**config.mk**
```make
export PLATFORM = sky130hd
export DESIGN_NAME = vid_fetch_sequencer
export DESIGN_NICKNAME = d
export VERILOG_FILES = /design/src/rtl/vid_fetch_sequencer.sv
export SDC_FILE = /design/constraint.sdc
export NUM_CORES = 1
export LEC_CHECK = 0
export BUFFER_PORTS_ARGS = -buffer_cell sky130_fd_sc_hd__buf_2
export CAP_MARGIN = 20
export CORE_MARGIN = 1
export CORE_UTILIZATION = 35
export DETAILED_ROUTE_END_ITERATION = 10
export PLACE_DENSITY = 0.51
export SETUP_SLACK_MARGIN = 0.05
export SYNTH_ARGS = -nofsm -noshare
export SYNTH_HDL_FRONTEND = slang
export SYNTH_SLANG_ARGS = --single-unit
```
**constraint.sdc**
```tcl
create_clock -name m_axis_vid_aclk -period 6.4 [get_ports m_axis_vid_aclk]
set_input_delay 1.28 -clock m_axis_vid_aclk [delete_from_list [all_inputs] [get_ports m_axis_vid_aclk]]
set_output_delay 1.28 -clock m_axis_vid_aclk [all_outputs]
set_load 0.02 [all_outputs]
```
**src/rtl/vid_fetch_sequencer.sv**
```systemverilog
// Video fetch sequencer: burst-reads framebuffer lines into a pixel FIFO and streams them as AXI4-Stream video.
// Define VID_FETCH_SEQUENCER_DBG_EN to add the dbg_x/dbg_y/dbg_state/dbg_pixcount observation ports.

module vid_fetch_sequencer #(
   parameter int FIFO_DEPTH = 32,
   parameter int BURST_LEN  = 8
) (
   input  logic        m_axis_vid_aclk,
   input  logic        reset,
   input  logic        enable,
   input  logic [31:0] cfg_base,
   input  logic [15:0] cfg_pitch,
   input  logic [11:0] cfg_width,
   input  logic [11:0] cfg_height,
   output logic        rd_req,
   output logic [31:0] rd_addr,
   output logic [7:0]  rd_len,
   input  logic        rd_ack,
   input  logic        rd_data_valid,
   input  logic [31:0] rd_data,
   output logic [31:0] s_axis_vid_tdata,
   output logic        s_axis_vid_tvalid,
   input  logic        s_axis_vid_tready,
   output logic        s_axis_vid_tuser,
   output logic        s_axis_vid_tlast,
   output logic        busy,
   output logic        underflow
`ifdef VID_FETCH_SEQUENCER_DBG_EN
   ,
   output logic [15:0] dbg_x,
   output logic [15:0] dbg_y,
   output logic [2:0]  dbg_state,
   output logic [15:0] dbg_pixcount
`endif
);

   localparam int AW  = $clog2(FIFO_DEPTH);
   localparam int CW  = AW + 1;
   localparam int CW1 = CW + 1;
   localparam logic [CW1-1:0] DEPTH_C = CW1'(FIFO_DEPTH);
   localparam logic [CW1-1:0] BURST_C = CW1'(BURST_LEN);
   localparam logic [11:0]    BURST_X = 12'(BURST_LEN);
   localparam logic [CW-1:0]  FULL_C  = CW'(FIFO_DEPTH);

   typedef enum logic [1:0] {IDLE, REQ, WAIT, DRAIN} state_t;
   state_t state, state_nxt;

   logic [31:0]   line_base;
   logic [15:0]   pitch_q;
   logic [11:0]   width_q, height_q, fetched_x, fetch_y, out_x, out_y;
   logic [CW-1:0] fifo_count, outstanding;
   logic [AW-1:0] wr_ptr, rd_ptr;
   logic [31:0]   fifo_mem [FIFO_DEPTH];

   logic          cfg_ok, space_ok, accept, line_done, fetch_done;
   logic          push, pop, last_x, last_y, frame_end, start;
   logic [11:0]   remaining, burst;

   assign cfg_ok     = enable && (cfg_width != 12'd0) && (cfg_height != 12'd0);
   // Outstanding beats already own FIFO slots, so they count against free space.
   assign space_ok   = ({1'b0, fifo_count} + {1'b0, outstanding} + BURST_C) <= DEPTH_C;
   assign remaining  = width_q - fetched_x;
   assign burst      = (remaining > BURST_X) ? BURST_X : remaining;
   assign accept     = rd_req && rd_ack;
   assign line_done  = ({1'b0, fetched_x} + {1'b0, burst}) == {1'b0, width_q};
   assign fetch_done = line_done && (fetch_y == height_q - 12'd1);
   assign push       = rd_data_valid && (outstanding != '0) && (fifo_count != FULL_C);
   assign pop        = s_axis_vid_tvalid && s_axis_vid_tready;
   assign last_x     = (out_x == width_q - 12'd1);
   assign last_y     = (out_y == height_q - 12'd1);
   assign frame_end  = pop && last_x && last_y;
   assign start      = cfg_ok && ((state == IDLE) || ((state == DRAIN) && frame_end));

   always_comb begin
      state_nxt = state;
      rd_req    = 1'b0;
      case (state)
         IDLE:    if (cfg_ok) state_nxt = space_ok ? REQ : WAIT;
         REQ: begin
            rd_req = 1'b1;
            if (rd_ack) state_nxt = fetch_done ? DRAIN : WAIT;
         end
         WAIT:    if (space_ok) state_nxt = REQ;
         DRAIN:   if (frame_end) state_nxt = cfg_ok ? REQ : IDLE;
         default: state_nxt = IDLE;
      endcase
   end

   assign rd_addr           = rd_req ? (line_base + {18'b0, fetched_x, 2'b00}) : 32'd0;
   assign rd_len            = rd_req ? burst[7:0] : 8'd0;
   assign busy              = (state != IDLE);
   assign s_axis_vid_tvalid = (fifo_count != '0);
   assign s_axis_vid_tdata  = fifo_mem[rd_ptr];
   assign s_axis_vid_tuser  = s_axis_vid_tvalid && (out_x == 12'd0) && (out_y == 12'd0);
   assign s_axis_vid_tlast  = s_axis_vid_tvalid && last_x;

   always_ff @(posedge m_axis_vid_aclk) begin
      if (push) fifo_mem[wr_ptr] <= rd_data;
   end

   always_ff @(posedge m_axis_vid_aclk) begin
      if (reset) begin
         state       <= IDLE;
         line_base   <= 32'd0;
         pitch_q     <= 16'd0;
         width_q     <= 12'd0;
         height_q    <= 12'd0;
         fetched_x   <= 12'd0;
         fetch_y     <= 12'd0;
         out_x       <= 12'd0;
         out_y       <= 12'd0;
         outstanding <= '0;
         fifo_count  <= '0;
         wr_ptr      <= '0;
         rd_ptr      <= '0;
         underflow   <= 1'b0;
      end else begin
         state <= state_nxt;
         if (start) begin
            line_base <= cfg_base;
            pitch_q   <= cfg_pitch;
            width_q   <= cfg_width;
            height_q  <= cfg_height;
            fetched_x <= 12'd0;
            fetch_y   <= 12'd0;
         end else if (accept) begin
            if (line_done) begin
               fetched_x <= 12'd0;
               line_base <= line_base + {16'b0, pitch_q};
               fetch_y   <= fetch_y + 12'd1;
            end else begin
               fetched_x <= fetched_x + burst;
            end
         end
         outstanding <= outstanding + (accept ? CW'(burst) : '0) - (push ? CW'(1) : '0);
         if (push) wr_ptr <= wr_ptr + AW'(1);
         if (pop)  rd_ptr <= rd_ptr + AW'(1);
         if (push && !pop)      fifo_count <= fifo_count + CW'(1);
         else if (pop && !push) fifo_count <= fifo_count - CW'(1);
         if (pop) begin
            if (last_x) begin
               out_x <= 12'd0;
               out_y <= last_y ? 12'd0 : out_y + 12'd1;
            end else begin
               out_x <= out_x + 12'd1;
            end
         end
         // Starved mid-line while data is still owed by memory.
         if (busy && (fifo_count == '0) && (out_x != 12'd0) && (out_x < width_q) && (outstanding != '0))
            underflow <= 1'b1;
      end
   end

`ifdef VID_FETCH_SEQUENCER_DBG_EN
   logic [15:0] pixcount;

   always_ff @(posedge m_axis_vid_aclk) begin
      if (reset)     pixcount <= 16'd0;
      else if (pop)  pixcount <= s_axis_vid_tlast ? 16'd0 : pixcount + 16'd1;
   end

   assign dbg_x        = {4'b0, out_x};
   assign dbg_y        = {4'b0, out_y};
   assign dbg_state    = {1'b0, state};
   assign dbg_pixcount = pixcount;
`endif

endmodule

```
==> flow_metrics.py <==
metrics = {
    "sta": {
        "setup_total_negative_slack_ps": 0,
        "worst_clock_skew_ps": 27.5,
        "setup_violations": 0,
        "rsz0062_at_grt": "false",
        "max_slew_margin": 0.266,
        "timing.final.ws_setup_ps": 497,
        "worst_pin_slew_ps": 1100,
        "number_of_slew_limit_violations_in_the_final_report": 0,
        "finalWorstPathRequiredPeriod_ps": 5900,
        "min_period_over_period": 0.922,
        "hold_viol_final": 0,
        "final.hold.worst_slack_ps": 472,
        "fmax_mhz": 169,
    },
    "yosys": {
        "synthDistinctLibCells": 90,
        "synth.yosys.warnings": 0,
        "synth.ff_latch_count": 1174,
        "netlist_top_cells_area": "edfxtp_1 (61%), mux4_2 (14%), dfxtp_1 (5.9%)",
        "synth_instances": 3028,
        "synthDominantCellAreaShare": 0.607,
        "synth_enable_flop_cells": 1024,
        "yosys_most_used_dff": "edfxtp_1",
        "avgSynthCellArea_um2": 16.7,
        "syn_area_mm2": 0.0506,
        "yosysTopAreaCell": "edfxtp_1",
        "share_of_the_yosys_chip_area_belonging_to_registers": 0.666,
        "asyncSetResetFlopFracSynth": 0,
    },
    "global_routing": {
        "grt_antenna_before_repair": 7,
        "track_usage": 0.183,
        "grt_max_degree": 69,
        "global_route_wire_length_before_repair_um": 195000,
        "grt_remaining_overflow": 0,
        "first_global_vias": 28500,
    },
    "critical_path": {
        "setup.worst_path.start_class": "flip-flop",
        "timing.critical_path.arrival_ps": 6540,
        "crit_path_end_kind": "flip-flop",
        "crit_path_max_incr_delay_ps": 530,
        "cp_slowest_cell": "or4_4",
        "worstReg2RegEnd": "line_base[19]",
        "rr_startpoint": "width_q[0]",
        "cp_num_buf_inv": 2,
        "critical_path.top_delay_family": "compound AO/OA/AOI/OAI gates",
        "worst_ep_required_time_ps": 7030,
        "timing.setup.critical_path_class": "flip-flop to flip-flop",
        "timing.critical_path.cells": "inv_1, ha_1, fa_1, nor2b_1, o21ai_0, a21boi_1, o21ai_0, a211oi_1, mux2_2, or4_4, nor2_1, ha_1, fa_1, a211oi_1, o21ai_2, o31a_1, xnor2_1, nor4_1, nand3_1, buf_4, or2_1, o41a_1, o31a_1",
        "ff2ff_path_depth": 23,
        "reg2reg_slack_ps": 500,
        "worstPathMaxFanout": 17,
    },
    "power": {
        "netSwitchingPower_uw": 6350,
        "leakage_uw": 0.0191,
        "p_per_area_mw_per_mm2": 371,
        "sequentialPowerShare": 0.409,
        "power.share.clock": 0.349,
        "total_power_uw": 21800,
        "power.internal_uw": 15500,
        "power_share_of_the_combinational_group": 0.242,
        "swShare": 0.291,
        "ir_worst_vdd_v": 0.000207,
    },
    "outcome": {
        "violated_checks": "DRC",
        "run_status": "finished, violations left",
    },
    "detailed_routing": {
        "detail_route.drc_violations": 16,
        "drt-pass1-iter-count": 8,
        "drtIter0Drc": 2454,
        "via_per_inst": 5.31,
        "wl_per_cell_um": 25.2,
        "dr_total_vias": 28100,
        "totalWireLength_um": 133000,
        "ant_nets": 0,
    },
    "floorplan": {
        "dieArea_mm2": 0.146,
        "start_util": 0.353,
        "dieWidth_um": 382,
        "die_y_um": 382,
        "core_footprint_mm2": 0.144,
        "core.rowCount": 139,
        "io_pins": 188,
    },
    "layout": {
        "finish.net_count": 3500,
        "finalCoreUtilization": 0.409,
        "layout_common_cells": "edfxtp_1 (1,024), mux4_2 (320), nor2_1 (192)",
        "area.sequential_mm2": 0.0338,
        "area_delta_synth_final_pct": 16.1,
        "post_route_cells_drive_above_1_share": 0.264,
        "multi_input_area_mm2": 0.0163,
        "final.fill_count": 13100,
        "most_common_cell_after_layout_fill_and_taps_aside": "edfxtp_1",
    },
    "placement": {
        "dp_hpwl_um": 79800,
        "portBuffers": 183,
        "dpl_worst_slack_ps": 273,
        "gpl.final_weighted_congestion": 0.824,
    },
    "min_path": {
        "holdCritPathClass": "flip-flop to flip-flop",
        "min_delay_worst_endpoint": "pitch_q[10]",
        "min_from": "pitch_q[10]",
        "worstHoldPathCells": 2,
    },
    "job": {
        "drv.max_cap_violation_count": 0,
    },
    "clock_network": {
        "cts-buffers-inserted": 134,
        "clock_sinks": 1174,
        "insertion_delay_ps": 760,
        "cts_tree": "built",
        "cts_post_setup_buffers_inserted": 0,
        "cts_buffer_depth": 3,
        "clock_tree.htree_level_count": 4,
        "clk_pin_slew_ps": 60,
        "clock-root-buffer": "clkbuf_16",
    },
}
area by class of cell:
| type | instances | area share |
|---|---|---|
| diodes | 2 | 0.0000851 |
| clock buffers | 168 | 0.0615 |
| clock inverters | 75 | 0.0133 |
| inverters | 78 | 0.00498 |
| multi-input cells | 1627 | 0.277 |
| flip-flops and latches | 1174 | 0.574 |
| well taps | 1903 | 0.0405 |
| repair buffers | 267 | 0.0286 |
repair_timing:
action,4_1_cts,5_1_grt
resized for setup,0,11
hold buffers,0,0
setup endpoints to repair,0,51
cells in the mapped netlist (15+ instances only):
| library cell | instances |
|---|---|
| a21oi_1 | 105 |
| mux4_2 | 320 |
| buf_1 | 38 |
| xor2_1 | 62 |
| nor4_1 | 26 |
| nor2b_1 | 16 |
| nor3_1 | 53 |
| and3_1 | 23 |
| inv_1 | 76 |
| mux2_2 | 37 |
| dfxtp_1 | 150 |
| a211oi_1 | 28 |
| xnor2_1 | 77 |
| o21a_1 | 15 |
| nand2_1 | 163 |
| clkbuf_1 | 98 |
| buf_2 | 16 |
| a21o_1 | 19 |
| nor2_1 | 224 |
| o21ai_0 | 39 |
| edfxtp_1 | 1024 |
| a31oi_1 | 16 |
| or3_1 | 21 |
| nand3_1 | 40 |
| nand4_1 | 26 |
| ha_1 | 101 |
stage by stage:
stage	cells	instance area (µm²)
2_1_floorplan	3039	50700
3_3_place_gp	5047	54300
3_5_place_dp	5048	54300
4_1_cts	5291	58700
5_1_grt	5294	58800
6_report	5294	58800
power groups by stage:
stage          clock network [µW]  registers (µW)  logic, µW
2_1_floorplan                   0            8940       3900
3_3_place_gp                    0            9100       5330
3_5_place_dp                    0            9100       5330
4_1_cts                      7780            8940       5350
5_1_grt                      8070            8970       5760
6_report                     7610            8930       5280
registers in the layout, indices dropped and copies added, names as in the netlist, named ones only:
name         cells
fetch_y         12
fetched_x       12
fifo_count       6
fifo_mem      1024
height_q        12
line_base       32
out_x           12
out_y           12
outstanding      6
pitch_q         16
rd_ptr           5
state            2
underflow        1
width_q         12
wr_ptr           5
worst min-delay path, cell delays in order (launching register included):
cell     delay [ps]
dfxtp_1         310
nand2_1          60
a21oi_1          60
cells by family after synthesis:
| kind of cell | count (synthesis) | synth area share |
|---|---|---|
| flip-flops | 1174 | 0.666 |
| AND/OR/NAND/NOR | 683 | 0.0673 |
| multiplexers | 371 | 0.153 |
| AO/OA/AOI/OAI | 309 | 0.0404 |
| buffers and inverters | 238 | 0.0188 |
| XOR/XNOR | 143 | 0.0258 |
| adder cells (fa/ha/maj) | 108 | 0.0277 |
| other | 2 | 0.000148 |
how the worst max path moves through the flow:
stage                from       endpoint  depth (start not counted)
4_1_cts        width_q[0]    fetch_y[10]                         23
3_3_place_gp   width_q[0]    fetch_y[10]                         23
2_1_floorplan  width_q[0]  line_base[19]                         24
5_1_grt        width_q[0]       state[0]                         24
3_5_place_dp   width_q[0]    fetch_y[10]                         23
6_report       width_q[0]  line_base[19]                         23
routing by layer:
| layer | global-route usage | part of all wire |
|---|---|---|
| met1 | 0.255 | 0.45 |
| met2 | 0.292 | 0.48 |
| met3 | 0.0327 | 0.049 |
| met4 | 0.0525 | 0.021 |
| met5 | 0 | 0.00025 |
(Power assumes the default switching activity.)
